<file path="config.mk">
export PLATFORM = sky130hd
export DESIGN_NAME = bus_arbiter_16_flat
export DESIGN_NICKNAME = d
export VERILOG_FILES = /design/src/rtl/bus_arbiter_16_pkg.sv /design/src/rtl/bus_arbiter_16_if.sv /design/src/rtl/bus_arbiter_16_rr_pick.sv /design/src/rtl/bus_arbiter_16.sv /design/src/flat_wrapper.sv
export SDC_FILE = /design/constraint.sdc
export NUM_CORES = 1
export LEC_CHECK = 0
export ABC_CLOCK_PERIOD_IN_PS = 5150
export BUFFER_PORTS_ARGS = -buffer_cell sky130_fd_sc_hd__buf_2
export CORE_UTILIZATION = 35
export CTS_BUF_LIST = sky130_fd_sc_hd__clkbuf_4 sky130_fd_sc_hd__clkbuf_8
export DETAILED_ROUTE_END_ITERATION = 8
export PLACE_DENSITY = 0.61
export SYNTH_ARGS = -nofsm -noshare
export SYNTH_HDL_FRONTEND = slang
export SYNTH_HIERARCHICAL = 1
export SYNTH_SLANG_ARGS = --single-unit
</file>
<file path="constraint.sdc">
create_clock -name clk -period 5.15 [get_ports clk]
set_input_delay 0.2575 -clock clk [delete_from_list [all_inputs] [get_ports clk]]
set_output_delay 0.2575 -clock clk [all_outputs]
set_load 0.02 [all_outputs]
</file>
<file path="src/rtl/bus_arbiter_16_pkg.sv">
// rtl/bus_arbiter_16_pkg.sv - shared sizes, state encoding and helpers for bus_arbiter_16
package bus_arbiter_16_pkg;

   localparam int NR_REQ = 16;
   localparam int SEL_W  = 4;
   localparam int HOLD_W = 8;

   typedef enum logic {
      ST_IDLE  = 1'b0,
      ST_GRANT = 1'b1
   } state_e;

   function automatic logic [NR_REQ-1:0] sel2mask(input logic [SEL_W-1:0] sel);
      logic [NR_REQ-1:0] m;
      m      = '0;
      m[sel] = 1'b1;
      return m;
   endfunction

endpackage

</file>
<file path="src/rtl/bus_arbiter_16_if.sv">
// rtl/bus_arbiter_16_if.sv - request/grant bundle between requesters and bus_arbiter_16
interface bus_arbiter_16_if;
   import bus_arbiter_16_pkg::*;

   logic [NR_REQ-1:0] Req;
   logic [NR_REQ-1:0] Grant;
   logic [SEL_W-1:0]  Sel;
   logic              Enable;
   logic [HOLD_W-1:0] HoldCnt;

   modport master (output Req, input Grant, input Sel, input Enable, input HoldCnt);
   modport slave  (input Req, output Grant, output Sel, output Enable, output HoldCnt);

endinterface

</file>
<file path="src/rtl/bus_arbiter_16_rr_pick.sv">
// rtl/bus_arbiter_16_rr_pick.sv - rotating-priority search: first eligible request at or above Base
module rr_pick
   import bus_arbiter_16_pkg::*;
(
   input  logic [NR_REQ-1:0] Req,
   input  logic [SEL_W-1:0]  Base,
   input  logic [NR_REQ-1:0] Exclude,
   output logic [SEL_W-1:0]  Idx,
   output logic              Found
);

   logic [NR_REQ-1:0] cand;
   logic [SEL_W-1:0]  probe;

   always_comb begin
      cand  = Req & ~Exclude;
      Idx   = '0;
      Found = 1'b0;
      probe = '0;
      for (int i = 0; i < NR_REQ; i++) begin
         // SEL_W-bit addition wraps 15 -> 0 for free
         probe = Base + SEL_W'(i);
         if (!Found && cand[probe]) begin
            Idx   = probe;
            Found = 1'b1;
         end
      end
   end

endmodule

</file>
<file path="src/rtl/bus_arbiter_16.sv">
// rtl/bus_arbiter_16.sv - 16-way round-robin bus arbiter with bounded hold time
module bus_arbiter_16
   import bus_arbiter_16_pkg::*;
#(
   parameter int unsigned MaxHold = 8
) (
   input  logic             clk,
   input  logic             rst_n,
   bus_arbiter_16_if.slave  bus
);

   localparam logic [HOLD_W-1:0] HOLD_LAST = HOLD_W'(MaxHold - 1);

   state_e            state_q, state_d;
   logic [SEL_W-1:0]  sel_q, sel_d;
   logic [SEL_W-1:0]  last_q, last_d;
   logic [HOLD_W-1:0] hold_q, hold_d;

   logic [NR_REQ-1:0] holder_mask;
   logic [NR_REQ-1:0] excl;
   logic [SEL_W-1:0]  base;
   logic [SEL_W-1:0]  pick_idx;
   logic              pick_found;
   logic              granting;
   logic              at_limit;
   logic              others;
   logic              release_now;

   assign granting    = (state_q == ST_GRANT);
   assign holder_mask = sel2mask(sel_q);
   assign base        = last_q + SEL_W'(1);
   assign at_limit    = (hold_q == HOLD_LAST);
   assign others      = |(bus.Req & ~holder_mask);
   assign release_now = granting && (!bus.Req[sel_q] || (at_limit && others));
   // The holder never re-wins its own release, which matters on timeout
   assign excl        = granting ? holder_mask : '0;

   rr_pick u_pick (
      .Req     (bus.Req),
      .Base    (base),
      .Exclude (excl),
      .Idx     (pick_idx),
      .Found   (pick_found)
   );

   always_ff @(posedge clk or negedge rst_n) begin
      if (!rst_n) begin
         state_q <= ST_IDLE;
         sel_q   <= '0;
         last_q  <= '1;
         hold_q  <= '0;
      end else begin
         state_q <= state_d;
         sel_q   <= sel_d;
         last_q  <= last_d;
         hold_q  <= hold_d;
      end
   end

   always_comb begin
      state_d = state_q;
      sel_d   = sel_q;
      last_d  = last_q;
      hold_d  = hold_q;
      case (state_q)
         ST_IDLE: begin
            if (pick_found) begin
               state_d = ST_GRANT;
               sel_d   = pick_idx;
               last_d  = pick_idx;
               hold_d  = '0;
            end
         end
         ST_GRANT: begin
            if (release_now) begin
               hold_d = '0;
               if (pick_found) begin
                  sel_d  = pick_idx;
                  last_d = pick_idx;
               end else begin
                  state_d = ST_IDLE;
               end
            end else begin
               hold_d = at_limit ? '0 : hold_q + HOLD_W'(1);
            end
         end
         default: state_d = ST_IDLE;
      endcase
   end

   assign bus.Grant   = granting ? holder_mask : '0;
   assign bus.Enable  = granting;
   assign bus.Sel     = sel_q;
   assign bus.HoldCnt = hold_q;

endmodule

</file>
<file path="src/flat_wrapper.sv">
// flat-port wrapper written by rule: the top's interface ports become plain ports
module bus_arbiter_16_flat import bus_arbiter_16_pkg::*;
#(
   parameter int unsigned MaxHold = 8
)
  (clk, rst_n, bus_Req, bus_Grant, bus_Sel, bus_Enable, bus_HoldCnt);
  bus_arbiter_16_if bus_i ();
  input  logic clk;
  input  logic rst_n;
  input wire logic [$bits(bus_i.Req)-1:0] bus_Req;
  output wire logic [$bits(bus_i.Grant)-1:0] bus_Grant;
  output wire logic [$bits(bus_i.Sel)-1:0] bus_Sel;
  output wire logic [$bits(bus_i.Enable)-1:0] bus_Enable;
  output wire logic [$bits(bus_i.HoldCnt)-1:0] bus_HoldCnt;
  assign bus_i.Req = bus_Req;
  assign bus_Grant = bus_i.Grant;
  assign bus_Sel = bus_i.Sel;
  assign bus_Enable = bus_i.Enable;
  assign bus_HoldCnt = bus_i.HoldCnt;
  bus_arbiter_16 #(.MaxHold(MaxHold)) u_core (.clk(clk), .rst_n(rst_n), .bus(bus_i));
endmodule
</file>
==> summary.txt <==
status - completed
layout filler cell count - 1239
Final Hold Vio Count - 0
Skew-Pair Late Insertion Delay - 0.26 ns
Setup Crit Path Kind - flop to flop
Tightest Hold Check Type - input pin to asynchronous set/reset pin
Req. time, crit path - 5.29 ns
Final min period - 4.86 ns
Setup-failing EPs final - 0
Post-synth EDFFs - 0
CTS sink cnt - 17
Setup Skew - 0.00453 ns
antenna fix cells - 0
DP HPWL - 12300 um
CP arrival - 5.00 ns
first drt pass iteration count - 5
Die X-Extent - 115 um
r2r endpoint - u_core/bus.Sel[1]
startpoint types - flop
DRT Wirelength - 15700 um
FFs w/ async S/R, synth - 1.00
sequential area share after synthesis - 0.0961
Post-Syn Nets - 596
clk slew on worst S/H paths - 0.07 ns
worst-margin pin slew - 0.768 ns
Initial Util - 0.365
storage element area - 430 um^2
Worst R2R Path Depth - 18
post-route clock period utilization - 0.943
DRT iter0 DRCs - 480
total track usage - 0.238
routability congestion estimate - 1.02
I/O Pins - 47
Synth area leader - mux4_2
crit-path max FO - 10
Root Buffer - clkbuf_8
first-pass GRT wire length - 24800 um
Port Buffers - 46
Synth area leaders - mux4_2, dfrtp_1, nand2_1
Area growth syn-to-layout - 10.6%
Synth top area share - 0.0956
ys flop type - dfrtp_1
CP max stage cell - mux4_2
initial antenna violation count - 0
fraction of layout cells with a size suffix above 1 - 0.234
standard-cell rows - 40
most common cell after layout, fill and taps aside - nand2_1
largest net degree at the start of global routing - 43
Num CTS Buffers - 3
vias per inst - 6.35
crit-path cells - ha_1, xor2_2, inv_4, ha_1, inv_2, mux4_2, o2bb2ai_1, a211oi_2, nand4_2, nor2_4, inv_2, a211o_1, a221o_1, o2bb2ai_1, nand2_1, nor2_1, a211o_1, a311o_1
Die Y - 115 um
Congestion Overflow GR - 0
WL per Instance - 20.2 um
max-cap viol count - 0
Post-Synthesis Cell Area - 4480 um^2
slowest stage delay, CP - 0.61 ns
multi-input combinational cell area - 3810 um^2
fmax - 0.206 GHz
Critical Path Sink Type - flop
unrepaired setup endpoints after global routing - no
count of different cell masters after synthesis - 99
Detail Route Antenna Nets - 0
clock buffer depth - 2
largest family of logic cells by synthesized area - simple AND/OR/NAND/NOR gates
DR vias - 4930
TritonCTS clock tree - done
Mapped Cells - 569
final layout net count - 636
Synth Area in Simple Gates - 0.403
average size of a mapped cell - 7.87 um^2
Reg2Reg Launch Point - u_core/last_q[1]
Die ar. - 13300 um^2
CTS HTree Levels - 1
Compound-Gate Fraction of Synth Area - 0.226
Final Max Slew Viols - 0
Residual DRC - 0
commonest non-fill, non-tap cells in the layout - nand2_1, nor2_1, buf_2, a21oi_1, o21ai_0
mux contribution to synthesized area - 0.153
Ys Warns - 6
R2R setup slack - 0.29 ns
register bit total from synthesis - 17
Max-slew headroom - 0.483
vias in the first global route - 4496
Fin Setup TNS - 0 ns
fraction of the mapped netlist area in adder cells - 0.0251
core area - 12300 um^2
Synth Area in XOR/XNOR - 0.0352
[flip-flops by register name (all words and copies together) (netlist names)]
name                count
u_core/bus.Sel          4
u_core/last_q           4
u_core/bus.HoldCnt      8
u_core/bus.Enable       1
[worst max path at each step]
stage | slack [ns] | startpoint | cells after the start | to
floorplan | 0.59 | u_core/bus.Sel[3] | 18 | u_core/bus.Sel[1]
detailed placement | 0.24 | u_core/last_q[1] | 18 | u_core/bus.Sel[1]
global placement | 0.28 | u_core/last_q[1] | 18 | u_core/bus.Sel[1]
CTS | 0.22 | u_core/last_q[1] | 18 | u_core/bus.Sel[1]
global route | 0.008 | u_core/last_q[1] | 18 | u_core/bus.Sel[1]
finish | 0.29 | u_core/last_q[1] | 18 | u_core/bus.Sel[1]
[logic make-up (layout without fill, tap and decap cells)]
family	after synthesis	after routing
AOI/OAI and AO/OA	137	137
and+or+nand+nor	299	299
DFF	17	17
buffers and inverters	47	86
xor gates and xnor gates	18	18
muxes	42	42
adders and majority gates	9	9
[critical path: cells and delay by family (launching register included)]
family,cells,cell delay [ns]
xor+xnor,1,0.20
flops,1,0.57
buf+inv,3,0.32
mux,1,0.61
compound gates,7,1.72
fa+ha+maj,2,0.62
simple gates,4,0.67
[cells in the mapped netlist (all sizes together), types with 4 or more instances]
master,n
nand4,9
nor2b,18
or3b,4
nor2,56
a211oi,4
buf,24
and3,14
xnor2,11
nand4b,5
ha,9
and3b,6
clkbuf,10
nand2b,22
xor2,7
o2bb2ai,5
nor3b,7
and4bb,4
o21ai,27
a311o,5
o211ai,4
a31oi,7
nand3b,7
nor4,21
o22ai,10
nor3,18
nand2,60
inv,13
mux4,20
a21oi,29
dfstp,4
and4,8
or2,5
dfrtp,13
nor4b,4
mux2i,19
nand3,14
a211o,7
[final cells by class]
type                            instances  share of cell area
Sequential cell                        17              0.0869
Tap cell                              168              0.0424
Timing Repair Buffer                   69              0.0818
Inverter                               13              0.0104
Multi-Input combinational cell        505               0.769
Clock buffer                            3             0.00834
Clock inverter                          1             0.00101
[through the flow]
step	utilization	hold slack, ns	instances	instance area, um^2	worst slack, ns
after detailed placement	0.398	0.198	771	4880	0.240
after global routing	0.404	0.488	776	4950	0.00788
after global placement	0.398	0.198	771	4880	0.281
after CTS	0.402	0.453	776	4930	0.224
after floorplan	-	-0.0381	569	4480	0.592
final	0.404	0.445	776	4950	0.292
[per-layer routing]
metal  share of wire  GRT usage  vias up
met3           0.072     0.0105       40
met5               0          0        -
met2            0.45      0.382      235
met4           0.038     0.0926        0
li1                -          -     2286
met1            0.44      0.338     2369
[what timing repair did]
item | CTS | global route
hold buffers | 1 | 0
gates resized for setup | 0 | 3
endpoints found under the hold margin | 13 | 0
buffers inserted | 0 | 0
setup endpoints to repair | 0 | 4
Power is left out: the tool's default activity adds up to more than one toggle a clock period on the data nets, which glitch-free logic cannot reach.
